`config.mk`:
```
export PLATFORM = sky130hd
export DESIGN_NAME = prng_readout_distributor
export DESIGN_NICKNAME = d
export VERILOG_FILES = /design/src/rtl/prng_dist_pkg.sv /design/src/rtl/prng_rr_arbiter.sv /design/src/rtl/prng_readout_distributor.sv
export SDC_FILE = /design/constraint.sdc
export NUM_CORES = 1
export LEC_CHECK = 0
export CAP_MARGIN = 20
export CORE_ASPECT_RATIO = 0.5
export CORE_MARGIN = 4
export CORE_UTILIZATION = 25
export DETAILED_ROUTE_END_ITERATION = 7
export GPL_TIMING_DRIVEN = 0
export PLACE_DENSITY_LB_ADDON = 0.2
export SLEW_MARGIN = 40
export SYNTH_ARGS = -nofsm -noshare
export SYNTH_HDL_FRONTEND = slang
export SYNTH_SLANG_ARGS = --single-unit
```
`constraint.sdc`:
```
create_clock -name rng_clk -period 5.7 [get_ports rng_clk]
set_clock_uncertainty 0.2 [all_clocks]
set_input_delay 0.855 -clock rng_clk [delete_from_list [all_inputs] [get_ports rng_clk]]
set_output_delay 0.855 -clock rng_clk [all_outputs]
set_load 0.02 [all_outputs]
```
`src/rtl/prng_dist_pkg.sv`:
```
// Shared defaults and width helpers for the PRNG readout distributor.
// Word/slice geometry and small constant functions used by the top and the arbiter.
package prng_dist_pkg;

  localparam int DEF_DATA_W = 128;
  localparam int DEF_OUT_W  = 32;
  localparam int DEF_DEPTH  = 4;
  localparam int DEF_NUM_CH = 2;

  localparam int SLICES      = DEF_DATA_W / DEF_OUT_W;
  localparam int SLICE_IDX_W = (SLICES > 1) ? $clog2(SLICES) : 1;

  // Index width that stays at least one bit wide for degenerate sizes.
  function automatic int idx_w(input int n);
    return (n > 1) ? $clog2(n) : 1;
  endfunction

endpackage

```
`src/rtl/prng_rr_arbiter.sv`:
```
// Round-robin arbiter: first requester above the last-granted channel wins, wrapping.
// The last-grant pointer only moves when a grant is actually issued.
module prng_rr_arbiter
  import prng_dist_pkg::*;
#(
  parameter int NUM_CH = DEF_NUM_CH
) (
  input  logic              clk,
  input  logic              rst_n,
  input  logic [NUM_CH-1:0] req,
  input  logic              en,
  output logic [NUM_CH-1:0] gnt
);

  localparam int PTR_W = idx_w(NUM_CH);

  logic [PTR_W-1:0] r_last;
  logic [PTR_W-1:0] w_win;
  logic [PTR_W-1:0] w_cand;
  logic             w_found;

  always_comb begin
    gnt     = '0;
    w_win   = r_last;
    w_cand  = r_last;
    w_found = 1'b0;
    for (int k = 1; k <= NUM_CH; k++) begin
      w_cand = PTR_W'((int'(r_last) + k) % NUM_CH);
      if (!w_found && req[w_cand]) begin
        w_found = 1'b1;
        w_win   = w_cand;
      end
    end
    if (en && w_found) begin
      gnt[w_win] = 1'b1;
    end
  end

  // Pointer starts at the top channel so channel 0 wins the first arbitration.
  always_ff @(posedge clk) begin
    if (!rst_n) begin
      r_last <= PTR_W'(NUM_CH - 1);
    end else if (en && w_found) begin
      r_last <= w_win;
    end
  end

endmodule

```
`src/rtl/prng_readout_distributor.sv`:
```
// Pre-fetches PRNG words into a small FIFO and hands OUT_W-bit slices, LSB first,
// to one of NUM_CH consumers per cycle under round-robin arbitration.
module prng_readout_distributor
  import prng_dist_pkg::*;
#(
  parameter int DATA_W = DEF_DATA_W,
  parameter int OUT_W  = DEF_OUT_W,
  parameter int DEPTH  = DEF_DEPTH,
  parameter int NUM_CH = DEF_NUM_CH
) (
  input  logic                         rng_clk,
  input  logic                         rst_n,
  input  logic [DATA_W-1:0]            rng_readout,
  input  logic                         rng_readout_valid,
  input  logic                         flush,
  output logic                         prng_gen_req,
  input  logic [NUM_CH-1:0]            ch_req,
  output logic [NUM_CH-1:0]            ch_ack,
  output logic [NUM_CH*OUT_W-1:0]      ch_data,
  output logic [$clog2(DEPTH+1)-1:0]   fifo_level,
  output logic [31:0]                  words_served,
  output logic                         starve_1p,
  output logic                         overflow_err
);

  localparam int N_SLICES = DATA_W / OUT_W;
  localparam int SIDX_W   = idx_w(N_SLICES);
  localparam int AW       = idx_w(DEPTH);
  localparam int LVL_W    = $clog2(DEPTH + 1);

  if (DATA_W % OUT_W != 0) begin : g_bad_slice
    $error("DATA_W must be a multiple of OUT_W");
  end
  if (DEPTH < 2) begin : g_bad_depth
    $error("DEPTH must be at least 2");
  end
  if (NUM_CH < 1 || NUM_CH > 8) begin : g_bad_ch
    $error("NUM_CH must be between 1 and 8");
  end

  function automatic logic [AW-1:0] next_ptr(input logic [AW-1:0] p);
    return (p == AW'(DEPTH - 1)) ? '0 : p + 1'b1;
  endfunction

  function automatic logic [31:0] sat_inc(input logic [31:0] v);
    return (v == '1) ? v : v + 32'd1;
  endfunction

  logic [DATA_W-1:0]       r_mem [DEPTH];
  logic [AW-1:0]           r_wr_ptr;
  logic [AW-1:0]           r_rd_ptr;
  logic [LVL_W-1:0]        r_level;
  logic [SIDX_W-1:0]       r_slice;
  logic                    r_pending;
  logic                    r_drop_next;
  logic                    r_gen_req;
  logic                    r_starve;
  logic                    r_overflow;
  logic [31:0]             r_served;
  logic [NUM_CH-1:0]       r_ack_p1;
  logic [NUM_CH*OUT_W-1:0] r_data_p1;

  logic                    w_empty;
  logic                    w_full;
  logic                    w_fetch;
  logic                    w_take;
  logic                    w_push;
  logic                    w_grant_en;
  logic [NUM_CH-1:0]       w_gnt;
  logic                    w_grant;
  logic                    w_last_slice;
  logic                    w_pop;
  logic [DATA_W-1:0]       w_head;
  logic [OUT_W-1:0]        w_slice;

  assign w_empty      = (r_level == '0);
  assign w_full       = (r_level == LVL_W'(DEPTH));
  assign w_fetch      = !r_pending && (r_level < LVL_W'(DEPTH)) && !flush;
  assign w_take       = rng_readout_valid && !flush;
  assign w_push       = w_take && !r_drop_next && !w_full;
  assign w_grant_en   = !w_empty && !flush && (|ch_req);
  assign w_grant      = |w_gnt;
  assign w_last_slice = (r_slice == SIDX_W'(N_SLICES - 1));
  assign w_pop        = w_grant && w_last_slice;
  assign w_head       = r_mem[r_rd_ptr];

  always_comb begin
    w_slice = '0;
    for (int k = 0; k < N_SLICES; k++) begin
      if (r_slice == SIDX_W'(k)) begin
        w_slice = w_head[k*OUT_W +: OUT_W];
      end
    end
  end

  prng_rr_arbiter #(
    .NUM_CH (NUM_CH)
  ) u_arb (
    .clk   (rng_clk),
    .rst_n (rst_n),
    .req   (ch_req),
    .en    (w_grant_en),
    .gnt   (w_gnt)
  );

  // FIFO storage is data only; occupancy is tracked by the pointers and level.
  always_ff @(posedge rng_clk) begin
    if (w_push) begin
      r_mem[r_wr_ptr] <= rng_readout;
    end
  end

  // Stage boundary: grant decision in t, ack/data registered and visible in t+1.
  always_ff @(posedge rng_clk) begin
    if (!rst_n) begin
      r_wr_ptr    <= '0;
      r_rd_ptr    <= '0;
      r_level     <= '0;
      r_slice     <= '0;
      r_pending   <= 1'b0;
      r_drop_next <= 1'b0;
      r_gen_req   <= 1'b0;
      r_starve    <= 1'b0;
      r_overflow  <= 1'b0;
      r_served    <= '0;
      r_ack_p1    <= '0;
      r_data_p1   <= '0;
    end else begin
      r_gen_req <= w_fetch;
      r_ack_p1  <= w_gnt;
      r_starve  <= w_pop && (r_level == LVL_W'(1)) && !w_push && (|ch_req);

      if (w_grant) begin
        r_served <= sat_inc(r_served);
        for (int c = 0; c < NUM_CH; c++) begin
          if (w_gnt[c]) begin
            r_data_p1[c*OUT_W +: OUT_W] <= w_slice;
          end
        end
      end

      if (w_take && !r_drop_next && w_full) begin
        r_overflow <= 1'b1;
      end

      if (flush) begin
        r_wr_ptr  <= '0;
        r_rd_ptr  <= '0;
        r_level   <= '0;
        r_slice   <= '0;
        r_pending <= 1'b0;
        // A word arriving during the flush answers the oldest outstanding request.
        r_drop_next <= (r_pending && !(rng_readout_valid && !r_drop_next)) ||
                       (r_drop_next && !rng_readout_valid);
      end else begin
        if (w_push) begin
          r_wr_ptr <= next_ptr(r_wr_ptr);
        end
        if (w_pop) begin
          r_rd_ptr <= next_ptr(r_rd_ptr);
        end
        case ({w_push, w_pop})
          2'b10:   r_level <= r_level + 1'b1;
          2'b01:   r_level <= r_level - 1'b1;
          default: r_level <= r_level;
        endcase
        if (w_grant) begin
          r_slice <= w_last_slice ? '0 : r_slice + 1'b1;
        end
        // The discarded late word belongs to the pre-flush request, not the current one.
        if (w_fetch) begin
          r_pending <= 1'b1;
        end else if (rng_readout_valid && !r_drop_next) begin
          r_pending <= 1'b0;
        end
        if (rng_readout_valid && r_drop_next) begin
          r_drop_next <= 1'b0;
        end
      end
    end
  end

  assign prng_gen_req = r_gen_req;
  assign ch_ack       = r_ack_p1;
  assign ch_data      = r_data_p1;
  assign fifo_level   = r_level;
  assign words_served = r_served;
  assign starve_1p    = r_starve;
  assign overflow_err = r_overflow;

endmodule

```
==> flow_summary_export.csv <==
group,metric,value,unit
run_status,status,"finished, final reports clean",
worst_setup_path,endpoint,"ch_data[0]$_SDFFE_PN0P_",
min_path,hold_depth,2,
sta,slew_headroom,42.5,%
worst_setup_path,rrSetupSlack,2200,ps
routing,drc_errors,0,
sta,fmax,0.286,GHz
synth,ys_warn_count,0,
synth,yosys.area_share.xor_xnor,0.180,%
clock_network,clock_path_buffers,3,
flow_run,maxCapViolCount,0,
pwr,power,9.43,mW
floorplanning,pin_count,238,
routing,wl_per_cell,22.8,µm
grt,grt_max_degree,34,
clock_network,h-tree-depth,2,
final_layout,area_delta_synth_final,26.1,%
placement,placed_cells,3006,
synth,netlist-cell-type-count,51,
worst_setup_path,path_max_fanout,10,
clock_network,cts_setup_buffers,0,
floorplanning,die_h,229,µm
grt,grt_pass1_wl,102000,µm
sta,slew_violations,0,
worst_setup_path,cp.required,5970,ps
floorplanning,rows,80,
grt,gr-usage-all-layers,13.5,%
worst_setup_path,r2r-end,"ch_data[0]$_SDFFE_PN0P_",
sta,setup_viol,0,
floorplanning,core-area,0.0959,mm²
synth,ys_async_sr_fraction,0,%
synth,synth_edf_count,512,
synth,synth_top_family_by_area,"multiplexers",
final_layout,final_common_cell,"edfxtp_1",
routing,drtAntennaViolNets,0,
synth,synthAdderAreaFrac,0.812,%
floorplanning,die_x,449,µm
placement,dp_hpwl,50400,µm
min_path,hold_class,"flop to flop",
worst_setup_path,cp-start-kind,"flop",
placement,io_buffers,235,
synth,synth_compound_area_share,7.28,%
worst_setup_path,worstSetupPathType,"flop to flop",
pwr,p_per_area,307,mW/mm²
routing,drt-vias-per-instance,4.55,
clock_network,clk_latency,670,ps
placement,gp_congestion,0.771,
pwr,leakagePower,9.34,nW
synth,synth_mux_area_share,11.7,%
routing,vias,14207,
clock_network,cts.reportedPaths.clkPinSlew,60,ps
grt,antenna_found_initial,9,
worst_setup_path,critPathArrivalTime,3770,ps
final_layout,layout.nets,1945,
synth,synth_flop_cell,"edfxtp_1",
clock_network,cts_sinks,627,
sta,hold_viol,0,
routing,finalWirelength,71000,µm
pwr,vdd_drop_max,0.236,mV
final_layout,drive_gt1_share,11.8,%
clock_network,cts_root_buf,"clkbuf_16",
routing,firstDrtPassIters,6,
synth,yosys.area_share.simple,5.59,%
synth,ys_ff_latch,627,
sta,period_needed,3500,ps
final_layout,final_cells,3119,
grt,grt_overflow,0,
worst_setup_path,cp-end-kind,"flop",
synth,syn-cell-area,0.0243,mm²
final_layout,layout_common_cells,"edfxtp_1 (512), clkdlybuf4s50_1 (235), mux2i_1 (140)",
clock_network,hold_buffers,0,
synth,synth_nets,1630,
min_path,hp-start,"ch_data[0]$_SDFFE_PN0P_",
synth,avgSynthCellArea,16.4,µm²
clock_network,cts_buffers,58,
routing,drtIter0Drc,973,
clock_network,cts_tree,"built",
clock_network,post_cts_resized,0,
sta,finalCritPeriodShare,61.4,%
synth,synth_seq_area_share,72.6,%
sta,worst_pin_slew,862,ps
floorplanning,die_area,0.103,mm²
sta,rsz0062_at_grt,"no",
synth,syn_inst,1481,
floorplanning,floorplan.initialDensity,25.4,%
placement,preCtsSetupSlack,1770,ps
sta,fin_ws,2200,ps
grt,grt_pass1_vias,14274,
worst_setup_path,r2r_cells,8,
## critical path, stage by stage (launching register included)
cell	delay [ps]
dfxtp_1	310
clkbuf_1	630
buf_4	420
buf_2	430
mux4_2	550
nand2_1	90
o221ai_1	310
o221ai_1	280
o21ai_0	90
## final cells by class
class	count	area [µm²]
diodes	3	7.51
plain buffers	92	390
inverters	18	67.6
multi-input cells	744	6260
fillers	9415	65200
flip-flops and latches	627	17700
repair buffers	255	2720
clock buffers	75	1560
clock inverters	34	412
well taps	1271	1590
## cell usage after synthesis, types with 3 or more instances
master	count	area share [%]
nor2_1	21	0.32
xor2_1	3	0.11
mux4_2	64	5.9
and2_1	8	0.21
o22ai_1	3	0.077
mux2i_1	140	5.8
ha_1	15	0.77
or4_1	5	0.15
o31ai_1	5	0.15
a21oi_1	26	0.53
clkbuf_1	59	0.91
nand3_1	9	0.19
a22oi_1	62	1.9
and4_1	4	0.14
nor3_1	3	0.062
o211ai_1	32	0.99
edfxtp_1	512	63
nand2_1	125	1.9
buf_2	22	0.45
nand2b_1	41	1.1
o21ai_0	49	1.0
nand4_1	14	0.36
dfxtp_1	115	9.5
o221ai_1	62	2.2
and3_1	4	0.10
or3_1	18	0.46
inv_1	17	0.26
buf_1	10	0.15
nor4_1	6	0.15
## flip-flops by register name (all words and copies together), names as in the netlist, named ones only
name / cells
fifo_level: 3
ch_data: 64
words_served: 32
ch_ack: 2
overflow_err: 1
r_wr_ptr: 2
r_rd_ptr: 2
r_slice: 2
starve_1p: 1
u_arb.r_last: 1
r_mem: 512
prng_gen_req: 1
r_pending: 1
r_drop_next: 1
## power breakdown
part / switching [mW] / internal (mW)
combinational: 0.184 / 0.156
sequential: 0.0182 / 5.01
clock: 1.79 / 2.26
## metrics by stage
stage / TNS, ps / cell area [µm²] / hold WS, ps / util [%]
2_1_floorplan: 0 / 24300 / 250 / -
3_3_place_gp: -1595450 / 28300 / 239 / 29.5
3_5_place_dp: 0 / 28700 / 243 / 29.9
4_1_cts: 0 / 30700 / 259 / 32.0
5_1_grt: 0 / 30700 / 278 / 32.0
6_report: 0 / 30700 / 256 / 32.0
## routing by layer
layer | vias up | global-route usage, % | share of wire (%) | routed length (µm)
met4 | 8 | 3.82 | 2.3 | 1650
li1 | 6533 | - | - | -
met5 | - | 0 | 0.058 | 41
met2 | 312 | 23.3 | 51 | 36000
met3 | 91 | 2.72 | 5.0 | 3520
met1 | 7263 | 17.1 | 42 | 29800
## how the worst min path moves through the flow
stage | end | slack [ps]
final | ch_data[0]$_SDFFE_PN0P_ | 260
after global routing | ch_data[0]$_SDFFE_PN0P_ | 280
after CTS | ch_data[0]$_SDFFE_PN0P_ | 260
after detailed placement | ch_data[0]$_SDFFE_PN0P_ | 240
after global placement | ch_data[0]$_SDFFE_PN0P_ | 240
after floorplan | prng_gen_req$_SDFF_PN0_ | 250
## cell families after synthesis
logic type | after synthesis
buf+inv | 110
simple gates | 272
compound gates | 247
xor+xnor | 5
flops | 627
fa+ha+maj | 16
mux | 204
Note: power is estimated with default switching activity, not from simulation.
